==> src/rtl/dt_sample_ctrl_if.sv <==
// Estimator-side bus of the dT sample sequencer.
// The master drives sample/config/strobes; the slave returns dT.
interface dt_sample_ctrl_if;
    logic signed [7:0] est_T;
    logic [7:0]        est_alpha;
    logic [7:0]        est_k;
    logic [7:0]        est_dmax;
    logic              est_init;
    logic              est_en;
    logic signed [7:0] est_dT;
    logic              est_valid;

    modport master (
        output est_T,
        output est_alpha,
        output est_k,
        output est_dmax,
        output est_init,
        output est_en,
        input  est_dT,
        input  est_valid
    );

    modport slave (
        input  est_T,
        input  est_alpha,
        input  est_k,
        input  est_dmax,
        input  est_init,
        input  est_en,
        output est_dT,
        output est_valid
    );
endinterface

==> src/rtl/dt_sample_ctrl.sv <==
// Sample sequencer ahead of the dT estimator: tick divider, INIT/advance
// strobes, config shadowing, warm-up gating and missing-sample fault.
module dt_sample_ctrl #(
    parameter int         PER_W     = 16,
    parameter int         WARM_N    = 4,
    parameter int         MISS_MAX  = 3,
    parameter logic [7:0] RST_ALPHA = 8'd32,
    parameter logic [7:0] RST_K     = 8'd3,
    parameter logic [7:0] RST_DMAX  = 8'd64
) (
    input  logic              clk,
    input  logic              rst,
    input  logic              enable,
    input  logic              t_valid,
    input  logic signed [7:0] t_in,
    input  logic [PER_W-1:0]  period,
    input  logic              cfg_we,
    input  logic [7:0]        cfg_alpha,
    input  logic [7:0]        cfg_k,
    input  logic [7:0]        cfg_dmax,
    dt_sample_ctrl_if.master  est,
    output logic signed [7:0] dT_out,
    output logic              dT_upd,
    output logic              dT_ready,
    output logic              fault,
    output logic [2:0]        state
);

    localparam logic [2:0] S_IDLE   = 3'd0;
    localparam logic [2:0] S_WAIT_S = 3'd1;
    localparam logic [2:0] S_WARM   = 3'd2;
    localparam logic [2:0] S_RUN    = 3'd3;
    localparam logic [2:0] S_FAULT  = 3'd4;

    localparam logic [7:0] WARM_L = 8'(WARM_N);
    localparam logic [7:0] MISS_L = 8'(MISS_MAX);

    logic [2:0]        state_q, state_d;
    logic [PER_W-1:0]  cnt_q, cnt_d;
    logic signed [7:0] t_lat_q, t_lat_d;
    logic              new_q, new_d;
    logic              pend_q, pend_d;
    logic [7:0]        pa_q, pa_d;
    logic [7:0]        pk_q, pk_d;
    logic [7:0]        pd_q, pd_d;
    logic [7:0]        alpha_q, alpha_d;
    logic [7:0]        k_q, k_d;
    logic [7:0]        dmax_q, dmax_d;
    logic signed [7:0] est_t_q, est_t_d;
    logic              cap_q, cap_d;
    logic [7:0]        warm_q, warm_d;
    logic [7:0]        miss_q, miss_d;
    logic signed [7:0] dt_q, dt_d;
    logic              upd_q, upd_d;
    logic              ready_q, ready_d;
    logic              fault_q, fault_d;

    logic [PER_W-1:0]  per_m1;
    logic              tick;
    logic              fresh;
    logic signed [7:0] smp;
    logic              active;
    logic              cfg_tick;
    logic              good;
    logic              miss;
    logic              miss_hit;
    logic              do_init;
    logic              do_en;
    logic              leave;
    logic              cap_ok;
    logic [7:0]        warm_inc;

    // Tick qualification; a config-apply tick neither strobes nor consumes
    always_comb begin
        per_m1   = (period == '0) ? '0 : period - PER_W'(1);
        tick     = enable && (state_q != S_IDLE) && (cnt_q >= per_m1);
        fresh    = t_valid || new_q;
        smp      = t_valid ? t_in : t_lat_q;
        active   = (state_q == S_WARM) || (state_q == S_RUN);
        cfg_tick = tick && pend_q;
        good     = tick && !pend_q && fresh;
        miss     = tick && !pend_q && !fresh && (state_q != S_FAULT);
        miss_hit = miss && ((miss_q + 8'd1) >= MISS_L);
        do_init  = good && ((state_q == S_WAIT_S) || (state_q == S_FAULT));
        do_en    = good && active;
        leave    = !enable || (cfg_tick && active) || miss_hit;
        cap_ok   = cap_q && est.est_valid && active && !leave;
        warm_inc = warm_q + 8'd1;
    end

    always_comb begin
        state_d = state_q;
        cnt_d   = tick ? '0 : cnt_q + PER_W'(1);
        t_lat_d = t_valid ? t_in : t_lat_q;
        new_d   = good ? 1'b0 : (t_valid || new_q);
        pend_d  = pend_q;
        pa_d    = pa_q;
        pk_d    = pk_q;
        pd_d    = pd_q;
        alpha_d = alpha_q;
        k_d     = k_q;
        dmax_d  = dmax_q;
        est_t_d = (do_init || do_en) ? smp : est_t_q;
        cap_d   = do_en;
        warm_d  = warm_q;
        miss_d  = miss_q;
        dt_d    = dt_q;
        upd_d   = 1'b0;
        ready_d = ready_q;
        fault_d = fault_q;

        if (cap_ok) begin
            dt_d  = est.est_dT;
            upd_d = ready_q;
            if (state_q == S_WARM) begin
                warm_d = warm_inc;
                if (warm_inc >= WARM_L) begin
                    state_d = S_RUN;
                    ready_d = 1'b1;
                end
            end
        end

        if (cfg_tick) begin
            alpha_d = pa_q;
            k_d     = pk_q;
            dmax_d  = pd_q;
            pend_d  = 1'b0;
            if (active) begin
                state_d = S_WAIT_S;
                ready_d = 1'b0;
                warm_d  = '0;
                cap_d   = 1'b0;
            end
        end

        if (do_init) begin
            state_d = S_WARM;
            warm_d  = '0;
            miss_d  = '0;
            fault_d = 1'b0;
        end

        if (do_en) begin
            miss_d = '0;
        end

        if (miss) begin
            miss_d = miss_q + 8'd1;
            if (miss_hit) begin
                state_d = S_FAULT;
                fault_d = 1'b1;
                ready_d = 1'b0;
                warm_d  = '0;
                cap_d   = 1'b0;
            end
        end

        if (state_q == S_IDLE) begin
            cnt_d = '0;
            if (enable) begin
                state_d = S_WAIT_S;
            end
        end

        // Run control overrides everything except the config shadow
        if (!enable) begin
            state_d = S_IDLE;
            cnt_d   = '0;
            cap_d   = 1'b0;
            warm_d  = '0;
            miss_d  = '0;
            ready_d = 1'b0;
            fault_d = 1'b0;
            upd_d   = 1'b0;
        end

        if (cfg_we) begin
            pa_d   = cfg_alpha;
            pk_d   = cfg_k;
            pd_d   = cfg_dmax;
            pend_d = 1'b1;
        end
    end

    always_ff @(posedge clk or posedge rst) begin
        if (rst) begin
            state_q <= S_IDLE;
            cnt_q   <= '0;
            t_lat_q <= '0;
            new_q   <= 1'b0;
            pend_q  <= 1'b0;
            pa_q    <= RST_ALPHA;
            pk_q    <= RST_K;
            pd_q    <= RST_DMAX;
            alpha_q <= RST_ALPHA;
            k_q     <= RST_K;
            dmax_q  <= RST_DMAX;
            est_t_q <= '0;
            cap_q   <= 1'b0;
            warm_q  <= '0;
            miss_q  <= '0;
            dt_q    <= '0;
            upd_q   <= 1'b0;
            ready_q <= 1'b0;
            fault_q <= 1'b0;
        end else begin
            state_q <= state_d;
            cnt_q   <= cnt_d;
            t_lat_q <= t_lat_d;
            new_q   <= new_d;
            pend_q  <= pend_d;
            pa_q    <= pa_d;
            pk_q    <= pk_d;
            pd_q    <= pd_d;
            alpha_q <= alpha_d;
            k_q     <= k_d;
            dmax_q  <= dmax_d;
            est_t_q <= est_t_d;
            cap_q   <= cap_d;
            warm_q  <= warm_d;
            miss_q  <= miss_d;
            dt_q    <= dt_d;
            upd_q   <= upd_d;
            ready_q <= ready_d;
            fault_q <= fault_d;
        end
    end

    assign est.est_T     = est_t_d;
    assign est.est_alpha = alpha_q;
    assign est.est_k     = k_q;
    assign est.est_dmax  = dmax_q;
    assign est.est_init  = do_init;
    assign est.est_en    = do_en;

    assign dT_out   = dt_q;
    assign dT_upd   = upd_q;
    assign dT_ready = ready_q;
    assign fault    = fault_q;
    assign state    = state_q;

endmodule

==> src/flat_wrapper.sv <==
// flat-port wrapper written by rule: the top's interface ports become plain ports
module dt_sample_ctrl_flat 
#(
    parameter int         PER_W     = 16,
    parameter int         WARM_N    = 4,
    parameter int         MISS_MAX  = 3,
    parameter logic [7:0] RST_ALPHA = 8'd32,
    parameter logic [7:0] RST_K     = 8'd3,
    parameter logic [7:0] RST_DMAX  = 8'd64
)
  (clk, rst, enable, t_valid, t_in, period, cfg_we, cfg_alpha, cfg_k, cfg_dmax, dT_out, dT_upd, dT_ready, fault, state, est_est_T, est_est_alpha, est_est_k, est_est_dmax, est_est_init, est_est_en, est_est_dT, est_est_valid);
  dt_sample_ctrl_if est_i ();
  input  logic clk;
  input  logic rst;
  input  logic enable;
  input  logic t_valid;
  input  logic signed [7:0] t_in;
  input  logic [PER_W-1:0] period;
  input  logic cfg_we;
  input  logic [7:0] cfg_alpha;
  input  logic [7:0] cfg_k;
  input  logic [7:0] cfg_dmax;
  output logic signed [7:0] dT_out;
  output logic dT_upd;
  output logic dT_ready;
  output logic fault;
  output logic [2:0] state;
  output wire logic [$bits(est_i.est_T)-1:0] est_est_T;
  output wire logic [$bits(est_i.est_alpha)-1:0] est_est_alpha;
  output wire logic [$bits(est_i.est_k)-1:0] est_est_k;
  output wire logic [$bits(est_i.est_dmax)-1:0] est_est_dmax;
  output wire logic [$bits(est_i.est_init)-1:0] est_est_init;
  output wire logic [$bits(est_i.est_en)-1:0] est_est_en;
  input wire logic [$bits(est_i.est_dT)-1:0] est_est_dT;
  input wire logic [$bits(est_i.est_valid)-1:0] est_est_valid;
  assign est_est_T = est_i.est_T;
  assign est_est_alpha = est_i.est_alpha;
  assign est_est_k = est_i.est_k;
  assign est_est_dmax = est_i.est_dmax;
  assign est_est_init = est_i.est_init;
  assign est_est_en = est_i.est_en;
  assign est_i.est_dT = est_est_dT;
  assign est_i.est_valid = est_est_valid;
  dt_sample_ctrl #(.PER_W(PER_W), .WARM_N(WARM_N), .MISS_MAX(MISS_MAX), .RST_ALPHA(RST_ALPHA), .RST_K(RST_K), .RST_DMAX(RST_DMAX)) u_core (.clk(clk), .rst(rst), .enable(enable), .t_valid(t_valid), .t_in(t_in), .period(period), .cfg_we(cfg_we), .cfg_alpha(cfg_alpha), .cfg_k(cfg_k), .cfg_dmax(cfg_dmax), .est(est_i), .dT_out(dT_out), .dT_upd(dT_upd), .dT_ready(dT_ready), .fault(fault), .state(state));
endmodule
==> config.mk <==
export PLATFORM = sky130hd
export DESIGN_NAME = dt_sample_ctrl_flat
export DESIGN_NICKNAME = d
export VERILOG_FILES = /design/src/rtl/dt_sample_ctrl_if.sv /design/src/rtl/dt_sample_ctrl.sv /design/src/flat_wrapper.sv
export SDC_FILE = /design/constraint.sdc
export NUM_CORES = 1
export LEC_CHECK = 0
export ABC_AREA = 1
export CORE_MARGIN = 2
export CORE_UTILIZATION = 32
export DETAILED_ROUTE_END_ITERATION = 8
export GPL_ROUTABILITY_DRIVEN = 0
export GPL_TIMING_DRIVEN = 0
export PLACE_DENSITY = 0.5
export SYNTH_ARGS = -nofsm -noshare
export SYNTH_HDL_FRONTEND = slang
export SYNTH_SLANG_ARGS = --single-unit
==> constraint.sdc <==
create_clock -name clk -period 6.4 [get_ports clk]
set_clock_uncertainty 0.05 [all_clocks]
set_input_delay 0.64 -clock clk [delete_from_list [all_inputs] [get_ports clk]]
set_output_delay 0.64 -clock clk [all_outputs]
set_load 0.01 [all_outputs]
---- After elaboration in Yosys (flattened, before gate mapping) ----
Cells that the tools add are included.
cells by class
  add/subtract/negate cells ............... 4
  order comparisons ....................... 3
  eq/ne operators ......................... 6
  mux-type cells .......................... 50
  reductions and logical operators ........ 28
operator list
  cell                   number
  $mux 8                 14
  $mux 16                4
  $mux 3                 10
  $mux 1                 22
  $add 16x1->16 const B  1
  $add 8x1->8 const B    2
  $ge 16x16->1           1
  $logic_not 16->1       1
  $sub 16x1->16 const B  1
  $logic_and 1x1->1      14
  $ge 8x2->1 const B     1
  $ge 8x3->1 const B     1
  $eq 3x2->1 const B     2
  $logic_or 1x1->1       6
  $logic_not 1->1        4
  $ne 4x1->1 const B     1
  $eq 3x1->1 const B     1
  $eq 3x3->1 const B     1
  $logic_not 3->1        1
  $ne 3x3->1 const B     1
  $reduce_bool 3->1      1
  $reduce_bool 2->1      1
word-level totals
  bits in registers ....................... 113
  input port bits ......................... 62
  output and inout port bits .............. 48

---- Logic depth before layout (Yosys ltp) ----
  depth after elaboration ................. 19
  mapped depth ............................ 26

---- Worst setup path before layout ----
OpenSTA, ideal clock, no wires.
  kind .................................... input port to output port
  start point ............................. input period[1]
  end point ............................... output est_est_T[0]
  arrival ................................. 3.116 ns
  required time ........................... 5.710 ns
  path slack .............................. 2.594 ns
  stages .................................. 20
  buffers on the path ..................... 0
  cell sequence ........................... nor2_1 nand2_1 nor3_1 inv_1 nor2_1 inv_1 nor3_1 xor2_1 nand2_1 ha_1 nand2_1 o21ai_0 a21oi_2 nand2_1 nand2_1 nor2_4 o211ai_2 inv_2 nand2_1 nand2_1
between the ends
  cells in the longest elaborated chain, start to end .. 9
RTL lines
  element                                            RTL line                                    source
  from (decl)                                        flat_wrapper.sv:18                          input logic [PER_W-1:0] period;
  $sub 16x1->16 or $logic_not 16->1 (tied branches)  dt_sample_ctrl.sv:75                        per_m1 = (period == '0) ? '0 : period - PER_W'(1);
  $mux 16 *                                          dt_sample_ctrl.sv:75
  $ge 16x16->1 *                                     dt_sample_ctrl.sv:76                        tick = enable && (state_q != S_IDLE) && (cnt_q >= per_m1);
  $logic_and 1x1->1 *                                dt_sample_ctrl.sv:76
  $logic_and 1x1->1 * (2 in series)                  dt_sample_ctrl.sv:81                        good = tick && !pend_q && fresh;
  $logic_and 1x1->1, on equally long branches        dt_sample_ctrl.sv:84, dt_sample_ctrl.sv:85
  $logic_or 1x1->1 *                                 dt_sample_ctrl.sv:103                       est_t_d = (do_init || do_en) ? smp : est_t_q;
  $mux 8 *                                           dt_sample_ctrl.sv:103
  to (decl)                                          flat_wrapper.sv:28                          output wire logic [$bits(est_i.est_T)-1:0] est_est_T;
Every way passes the cells marked *; elsewhere a longest branch is shown, timed or not.

---- Worst setup path in the final report ----
  start point ............................. input period[2]
  end point ............................... output est_est_T[6]
Same word-level chain as after synthesis.

==> flow_results.xml <==
<?xml version="1.0" encoding="UTF-8"?>
<metrics>
  <group name="floorplanning">
    <metric name="num_rows" unit="">48</metric>
    <metric name="die_width" unit="um">138.0</metric>
    <metric name="die_y" unit="um">138.0</metric>
    <metric name="num_io_pins" unit="">110</metric>
    <metric name="dieArea" unit="sq mm">0.01904</metric>
    <metric name="core_area" unit="sq mm">0.01742</metric>
    <metric name="start_util" unit="%">32.99</metric>
  </group>
  <group name="worst_setup_path">
    <metric name="regToRegEndpoint" unit="">u_core.warm_q[2]</metric>
    <metric name="arrival" unit="ns">4.79</metric>
    <metric name="cp_max_fo" unit="">10</metric>
    <metric name="launching_element_of_the_worst_setup_path" unit="">period[2]</metric>
    <metric name="r2r_slack" unit="ns">3.91</metric>
    <metric name="cp-end-kind" unit="">output port</metric>
    <metric name="endpoint_of_the_most_critical_setup_path" unit="">est_est_T[6]</metric>
    <metric name="worstReg2RegStart" unit="">u_core.cnt_q[3]</metric>
    <metric name="crit_path_start_kind" unit="">input pin</metric>
    <metric name="timing.critical_path.required" unit="ns">5.71</metric>
    <metric name="worst_r2r_path_depth" unit="">16</metric>
    <metric name="crit_type" unit="">in -&gt; out</metric>
  </group>
  <group name="cts">
    <metric name="ctsHoldBuffers" unit="">0</metric>
    <metric name="ctsRootBufferMaster" unit="">clkbuf_16</metric>
    <metric name="h_tree_depth" unit="">4</metric>
    <metric name="clkSinkCount" unit="">113</metric>
    <metric name="tritoncts.num_buffers" unit="">17</metric>
    <metric name="clk_transition_reported_paths" unit="ns">0.05</metric>
    <metric name="postCtsSetupRepairBufs" unit="">0</metric>
    <metric name="cts_buffer_depth" unit="">2</metric>
    <metric name="cts_tree" unit="">yes</metric>
    <metric name="clock_insertion_delay_at_the_later_pin_of_the_skew_report" unit="ns">0.41</metric>
    <metric name="ctsResizeCount" unit="">0</metric>
  </group>
  <group name="detailed_routing">
    <metric name="drt_iter0_markers" unit="">181</metric>
    <metric name="via_per_inst" unit="">4.497</metric>
    <metric name="dr.pass1.iters" unit="">4</metric>
    <metric name="wl_per_cell" unit="um">12.41</metric>
    <metric name="routed-via-count" unit="">4843</metric>
    <metric name="drt.antenna.violating_nets" unit="">0</metric>
    <metric name="drt_wirelength" unit="um">13370</metric>
    <metric name="drcViolationCount" unit="">0</metric>
  </group>
  <group name="layout">
    <metric name="areaGrowthSynthToFinish" unit="%">34.63</metric>
    <metric name="non_filler_instances" unit="">1077</metric>
    <metric name="diodes" unit="">0</metric>
    <metric name="multi_input_gate_area_in_the_final_layout" unit="sq mm">0.002536</metric>
    <metric name="nNetsFinal" unit="">924</metric>
    <metric name="layout.area.seq" unit="sq mm">0.002838</metric>
    <metric name="top_register" unit="">u_core.cnt_q</metric>
    <metric name="largest_reg_flops" unit="">16</metric>
    <metric name="fillerInstances" unit="">1700</metric>
    <metric name="fraction_of_layout_cells_with_a_size_suffix_above_1" unit="%">9.977</metric>
  </group>
  <group name="placed_design">
    <metric name="io_buffers" unit="">107</metric>
    <metric name="placedCellCount" unit="">1045</metric>
    <metric name="detailed_placement_wirelength_estimate" unit="um">9742</metric>
  </group>
  <group name="pwr">
    <metric name="leakage" unit="uW">0.003805</metric>
    <metric name="power.share.combinational" unit="%">6.7</metric>
    <metric name="irDropWorstVdd" unit="V">0.0001477</metric>
    <metric name="power.share.sequential" unit="%">40.9</metric>
    <metric name="pwr-share-clk" unit="%">52.4</metric>
    <metric name="total_switching_power" unit="uW">393.2</metric>
    <metric name="switching_share" unit="%">21.53</metric>
    <metric name="p_per_area" unit="mW/mm^2">236.2</metric>
    <metric name="internal_power" unit="uW">1433</metric>
  </group>
  <group name="synthesis">
    <metric name="synth_cell_types" unit="">38</metric>
    <metric name="average_cell_area_after_synthesis" unit="sq um">8.070</metric>
    <metric name="postSynthRegisterBits" unit="">113</metric>
    <metric name="synth_warn" unit="">0</metric>
    <metric name="seq_area_frac_synth" unit="%">49.39</metric>
    <metric name="syn_inst" unit="">712</metric>
    <metric name="synthesis.area" unit="sq mm">0.005746</metric>
    <metric name="mappedNetlistNets" unit="">797</metric>
  </group>
  <group name="sta">
    <metric name="worst_pin_slew" unit="ns">0.5469</metric>
    <metric name="grt_setup_unrepaired" unit="">false</metric>
    <metric name="finalHoldViolCount" unit="">0</metric>
    <metric name="timing.final.crit_share" unit="%">85.56</metric>
    <metric name="slew_headroom" unit="%">63.43</metric>
    <metric name="totalNegativeSetupSlack" unit="ns">0</metric>
    <metric name="slew_viol_final" unit="">0</metric>
    <metric name="timing.fmax" unit="MHz">182.6</metric>
    <metric name="timing.final.crit_period" unit="ns">5.476</metric>
    <metric name="report.final.setup_viol" unit="">0</metric>
  </group>
  <group name="global_routing">
    <metric name="via_count_of_the_first_global_routing_pass" unit="">4834</metric>
    <metric name="groute.usage.overall" unit="%">15.16</metric>
    <metric name="antenna_found_initial" unit="">0</metric>
    <metric name="grt_first_pass_wirelength" unit="um">22730</metric>
    <metric name="grt_overflow_total" unit="">0</metric>
    <metric name="maximum_number_of_pins_on_one_net_before_global_route_repair" unit="">68</metric>
  </group>
  <group name="min_path">
    <metric name="hold_path.class" unit="">reg -&gt; reg</metric>
  </group>
  <group name="run">
    <metric name="cap_violations" unit="">0</metric>
  </group>
  <group name="outcome">
    <metric name="result_of_the_run" unit="">finished clean</metric>
  </group>
</metrics>
## cells in the mapped netlist
cell type	instances	area [sq um]
nand3_2	4	40.04
inv_1	78	292.8
inv_2	6	22.52
or2_2	3	18.77
nor2_1	57	214.0
nand4_4	1	21.27
a31o_2	1	8.760
o21ai_0	14	70.07
o21ai_1	1	5.000
a32oi_1	1	8.760
mux2_2	8	90.09
buf_1	1	3.750
xor2_1	16	140.1
xnor2_1	3	26.28
o22ai_1	5	31.28
dfstp_2	8	210.2
nand2_2	2	12.51
nor4_2	1	12.51
o31ai_1	1	7.510
o21a_1	2	15.01
nor3_2	4	40.04
a21oi_2	2	17.52
nand2_1	276	1036
nor2_4	2	22.52
ha_1	23	287.8
buf_2	3	15.01
nand3_1	28	140.1
nand4_1	8	50.05
nor3_1	13	65.06
o211ai_2	1	12.51
dfrtp_1	105	2628
buf_6	1	11.26
nor2_2	4	25.02
clkbuf_1	7	26.28
nor4_1	1	6.260
a31oi_1	1	6.260
a21oi_1	18	90.09
o21bai_1	2	15.01
## logic make-up (layout without fill, tap and decap cells)
logic type | Yosys count | in the layout | share of synthesized area [%]
and+or+nand+nor | 404 | 404 | 29.66
DFF | 113 | 113 | 49.39
buffers and inverters | 96 | 236 | 6.468
AOI/OAI and AO/OA | 49 | 49 | 5.009
adders and majority gates | 23 | 23 | 5.009
xor gates and xnor gates | 19 | 19 | 2.896
muxes | 8 | 8 | 1.568
## placed cells by master, fill, tap and decap left out, types with 13 or more instances in the layout
cell               n
nand3_1           28
o21ai_0           14
nand2_1          276
clkbuf_16         17
ha_1              23
nor3_1            13
clkdlybuf4s50_1  107
xor2_1            16
nor2_1            57
inv_1             77
dfrtp_1          105
a21oi_1           18
## power by group through the flow
stage | registers (uW) | clock network (uW) | logic, uW
global route | 749 | 1020 | 140
CTS | 747 | 980 | 126
floorplan | 756 | 0 | 63.4
detailed placement | 759 | 0 | 125
global placement | 759 | 0 | 119
finish | 747 | 957 | 122
## metal layers
layer / share of wire [%] / vias to the layer above / GRT usage [%]
met3: 4.9 / 19 / 3.765
li1: - / 2488 / -
met5: 0 / - / 0
met2: 46 / 110 / 24.28
met4: 1.6 / 0 / 6.236
met1: 48 / 2226 / 19.61
## per-stage QoR
stage                     total power, uW  util [%]  area, sq um  hold WS (ns)  setup WS, ns
after CTS                            1853     44.41         7735        0.4114        0.8944
after global placement              877.7     40.75         7098        0.4012        0.9176
after floorplan                     819.9         -         5746        0.3922         2.594
after global routing                 1908     44.41         7735        0.4427        0.3929
after detailed placement            884.2     40.94         7131        0.4033        0.9134
final                                1827     44.41         7735        0.4110        0.9241
## critical path, cell delays in order
cell	delay [ns]
clkdlybuf4s50_1	0.45
nor2_1	0.12
nand2_1	0.08
nor3_1	0.18
inv_1	0.08
nor2_1	0.25
inv_1	0.15
nor3_1	0.20
xor2_1	0.17
nand2_1	0.08
ha_1	0.32
nand2_1	0.06
o21ai_0	0.25
a21oi_2	0.12
nand2_1	0.13
nand2_1	0.11
nor2_4	0.18
o211ai_2	0.28
inv_2	0.23
nand2_1	0.07
nand2_1	0.07
clkdlybuf4s50_1	0.55
## worst min-delay path by stage
stage	slack, ns	end	cells after the start	from
2_1_floorplan	0.39	u_core.est.est_alpha[0]	2	u_core.pa_q[0]
3_3_place_gp	0.40	u_core.est.est_alpha[4]	2	u_core.pa_q[4]
3_5_place_dp	0.40	u_core.pd_q[6]	2	u_core.pd_q[6]
4_1_cts	0.41	u_core.pd_q[6]	2	u_core.pd_q[6]
5_1_grt	0.44	u_core.pa_q[5]	2	u_core.pa_q[5]
6_report	0.41	u_core.pd_q[6]	2	u_core.pd_q[6]
## layout make-up
type | instances | share of cell area [%]
flip-flops and latches | 113 | 36.69
multi-input cells | 503 | 32.79
repair buffers | 108 | 14.20
clock buffers | 20 | 6.034
inverters | 84 | 4.141
well taps | 225 | 3.640
clock inverters | 12 | 1.779
plain buffers | 12 | 0.7279
No activity file was read; power rests on OpenSTA's default activity.
==> RTL change 1, RTL diff (same settings) <==
Add an input register stage for `period`, `cfg_we`, `cfg_alpha`, `cfg_k` and `cfg_dmax`, without a reset; this delays them by one clock. The other inputs are not delayed to match.
--- a/src/rtl/dt_sample_ctrl.sv
+++ b/src/rtl/dt_sample_ctrl.sv
@@ -37,2 +37,16 @@
 
+    logic [PER_W-1:0] period_q;
+    logic cfg_we_q;
+    logic [7:0] cfg_alpha_q;
+    logic [7:0] cfg_k_q;
+    logic [7:0] cfg_dmax_q;
+
+    always_ff @(posedge clk) begin
+        period_q    <= period;
+        cfg_we_q    <= cfg_we;
+        cfg_alpha_q <= cfg_alpha;
+        cfg_k_q     <= cfg_k;
+        cfg_dmax_q  <= cfg_dmax;
+    end
+
     logic [2:0]        state_q, state_d;
@@ -74,3 +88,3 @@
     always_comb begin
-        per_m1   = (period == '0) ? '0 : period - PER_W'(1);
+        per_m1   = (period_q == '0) ? '0 : period_q - PER_W'(1);
         tick     = enable && (state_q != S_IDLE) && (cnt_q >= per_m1);
@@ -177,6 +191,6 @@
 
-        if (cfg_we) begin
-            pa_d   = cfg_alpha;
-            pk_d   = cfg_k;
-            pd_d   = cfg_dmax;
+        if (cfg_we_q) begin
+            pa_d   = cfg_alpha_q;
+            pk_d   = cfg_k_q;
+            pd_d   = cfg_dmax_q;
             pend_d = 1'b1;
Function: changed (a bounded check fails within 4 cycles, from zero or initial values and one cycle with rst high).
==> RTL change 1 against the original RTL <==
Global-route usage down 1.8 points. Setup slack better by 0.43 ns. Clock power up 9%. Highest routed layer unchanged. Cell area up 12%. Core utilization down 1.5 points. Wire length up 2.9%. Hold slack worse by 0.041 ns. Sequential cell count up 41. Synthesized area up 14%. Power up 19%.
==> RTL change 1: results <==
status:
  status: "completed"
clock_network:
  clkSinkCount: 154
layout:
  drive_above_1_share_pct: 9.30
  multi_input_comb_cells: 459
  sh_seq_area_pct: 42.3
  layout.nets: 943
  buffers: 122
  buf_share_pct: 13.5
  nFillCells: 1979
  nNonClkInverters: 104
  multi_input_area_share_pct: 28.3
placement:
  dp.cells: 1109
  dpl_worst_slack_ns: 1.75
  place_hpwl_um: 9670
setup_path:
  r2r_start: "u_core.period_q[6]"
  start_kind: "flip-flop"
  r2r_cells: 18
  cp-endpoint: "est_est_T[0]"
  r2r_end: "u_core.cnt_q[8]"
min_path:
  worstHoldStart: "u_core.cfg_k_q[1]"
logic_synthesis:
  synthMuxAreaShare_pct: 1.37
  syn_nets: 815
  yosysSeqAreaShare_pct: 55.8
  synthArstFlopShare_pct: 73.4
  ys_top_cells_by_count: "nand2_1, dfrtp_1, inv_1"
route:
  vias_per_cell: 4.32
  wl_per_cell_um: 12.1
  drtIter0Drc: 217
sta:
  layout_min_cycle_time_ns: 5.05
  hold_slack_ns: 0.370
global_route:
  met2_usage_pct: 20.1
power_and_ir_drop:
  power.leakage_nw: 3.99
[RTL change 1: power by group]
| part | switching, mW | total, mW | leakage (nW) | internal [mW] |
|---|---|---|---|---|
| Sequential | 0.0123 | 1.02 | 1.83 | 1.00 |
| Clock | 0.499 | 1.04 | 0.306 | 0.542 |
| Combinational | 0.0604 | 0.120 | 1.86 | 0.0598 |
| Total | 0.571 | 2.18 | 3.99 | 1.61 |
[RTL change 1: logic make-up after synthesis]
family | count (synthesis)
buf+inv | 117
compound gates | 98
fa+ha+maj | 23
flops | 154
mux | 8
xor+xnor | 18
simple gates | 312
[RTL change 1: metal layers]
layer  vias up  wire [um]
li1       2583          -
met4         0        104
met3         7        788
met2        94       6110
met5         -          0
met1      2241       6760
[RTL change 1: critical path: cells and delay by family (launching register included)]
| kind | cells | cell delay [ns] |
|---|---|---|
| AOI/OAI and AO/OA | 1 | 0.19 |
| buffers and inverters | 6 | 1.34 |
| DFF | 1 | 0.34 |
| and+or+nand+nor | 17 | 1.93 |
| adders and majority gates | 1 | 0.12 |
==> RTL change 2, RTL diff (same flow settings) <==
Made on the original files. `PER_W` is set to 16 in 2 places; all go to 32.
--- a/src/rtl/dt_sample_ctrl.sv
+++ b/src/rtl/dt_sample_ctrl.sv
@@ -3,3 +3,3 @@
 module dt_sample_ctrl #(
-    parameter int         PER_W     = 16,
+    parameter int         PER_W     = 32,
     parameter int         WARM_N    = 4,
--- a/src/flat_wrapper.sv
+++ b/src/flat_wrapper.sv
@@ -3,3 +3,3 @@
 #(
-    parameter int         PER_W     = 16,
+    parameter int         PER_W     = 32,
     parameter int         WARM_N    = 4,
Ports: changed (resized period); port bits go from 110 to 126. The function was not compared with the original's and may differ.
==> RTL change 2 against the original RTL <==
Sequential cell count up 16. Core utilization down 2.5 points. Cell area up 27%. Setup slack worse by 0.44 ns. Non-clock buffer count up 22. Power up 5.0%. Wire length up 45%. Combinational power up 43%. Largest cell class is now multi-input gates. Synthesized area up 32%. Critical path depth up 3. Cell count up 34%. Sequential share of layout area down 3.7 points.
==> RTL change 2: results <==
min_path:
  min_path_type: "reg2reg"
  worstHoldStart: "u_core.pk_q[1]"
placement:
  place_hpwl_um: 14500
  placed_area_um2: 9270
  dpl_worst_slack_ns: 0.349
  dp.cells: 1408
  port_buffers: 124
logic_synthesis:
  synth_edf_count: 0
  ys_top_cells_by_count: "nand2_1, dfrtp_1, inv_1"
  ys.flop_type: "dfrtp_1"
  ys.warnings.count: 0
  synth_cell_type_count: 46
  syn_nets: 1081
  synthesis.instances: 964
  synthArstFlopShare_pct: 100
  synth_area_leaders: "dfrtp_1, nand2_1, ha_1"
  yosysSeqAreaShare_pct: 42.6
global_route:
  grt_max_degree: 67
  grt_use_total_pct: 16.4
  grt_first_pass_wirelength_um: 32500
  grt_pass1_vias: 6582
  antenna_found_initial: 2
layout:
  largest-register: "u_core.cnt_q"
  nFillCells: 2462
  fin_cells: 1440
  layout.nets: 1225
  antenna_cells: 0
  drive_above_1_share_pct: 10.8
  largest_reg_flops: 32
route:
  wl_per_cell_um: 13.4
  dr_wl_met2_um: 8940
  wl_met3_um: 987
  wl_met1_um: 9190
  top_layer: "met5"
  vias_per_cell: 4.52
  firstDrtPassIters: 4
  drtIter0Drc: 333
clock_network:
  cts_setup_buffers: 0
  cts-buffers-inserted: 17
  clk_pin_slew_worst_paths_ns: 0.06
  htree_levels: 4
  hold_buffers: 0
  clk_latency_ns: 0.41
  cts_root_buf: "clkbuf_16"
  cts_buffer_depth: 2
setup_path:
  cpLargestDelayFamily: "simple AND/OR/NAND/NOR gates"
  r2r_start: "u_core.cnt_q[7]"
  max_stage_delay_ns: 0.59
  cp.arrival_ns: 5.23
  cp_max_fo: 10
  crit_start: "period[11]"
  crit_path_top_delay_cell: "clkdlybuf4s50_1"
power_and_ir_drop:
  power.leakage_nw: 4.60
  peakVddDrop_mv: 0.176
sta:
  tightest_slew_ns: 0.680
status:
  status: "completed"
-- RTL change 2: changes by cell type after synthesis, sizes merged, moves of 16 or more --
cell,before,now
dfrtp,105,121
ha,23,39
inv,84,111
nand2,278,301
nand3,32,48
nor2,63,107
o21ai,15,50
-- RTL change 2: path summary, 6_finish.rpt --
kind	to	slack, ns	cells past startpoint
worst max-delay path	est_est_T[1]	0.48	25
worst max register to register	u_core.cnt_q[8]	3.79	15
worst min register to register	u_core.est.est_k[1]	0.41	2
worst min-delay path	u_core.est.est_k[1]	0.41	2
min in group asynchronous	u_core.est_t_q[0]	0.63	2
max in group asynchronous	u_core.est.est_dmax[6]	4.91	3
-- RTL change 2: timing repair --
action	in CTS	in global routing
setup endpoints to repair	0	8
resized for setup	0	2
endpoints found under the hold margin	0	0
-- RTL change 2: routing by layer --
metal,vias up,global-route usage (%)
met4,2,4.08
met2,126,27.6
met5,-,0
li1,3395,-
met1,2968,21.2
met3,18,4.02
-- RTL change 2: cells by family after synthesis --
| logic type | count (synthesis) | share of synthesized area (%) |
|---|---|---|
| fa+ha+maj | 39 | 6.43 |
| simple gates | 525 | 31.6 |
| compound gates | 101 | 7.71 |
| buf+inv | 130 | 6.66 |
| xor+xnor | 32 | 3.79 |
| mux | 8 | 1.19 |
| flops | 129 | 42.6 |
-- RTL change 2: final cells by class --
class                   count  area, um2  area share [%]
repair buffers            125       1270            12.9
clock buffers              18        429            4.37
multi-input cells         705       3850            39.3
well taps                 319        399            4.07
clock inverters            14        111            1.14
plain buffers              17       81.3           0.829
flip-flops and latches    129       3240            33.0
inverters                 113        432            4.40
-- RTL change 2: power by group --
part           switching [mW]  internal [mW]  total, mW
clock                   0.393          0.500      0.893
sequential             0.0100          0.840      0.850
combinational          0.0918         0.0825      0.174
total                   0.495           1.42       1.92
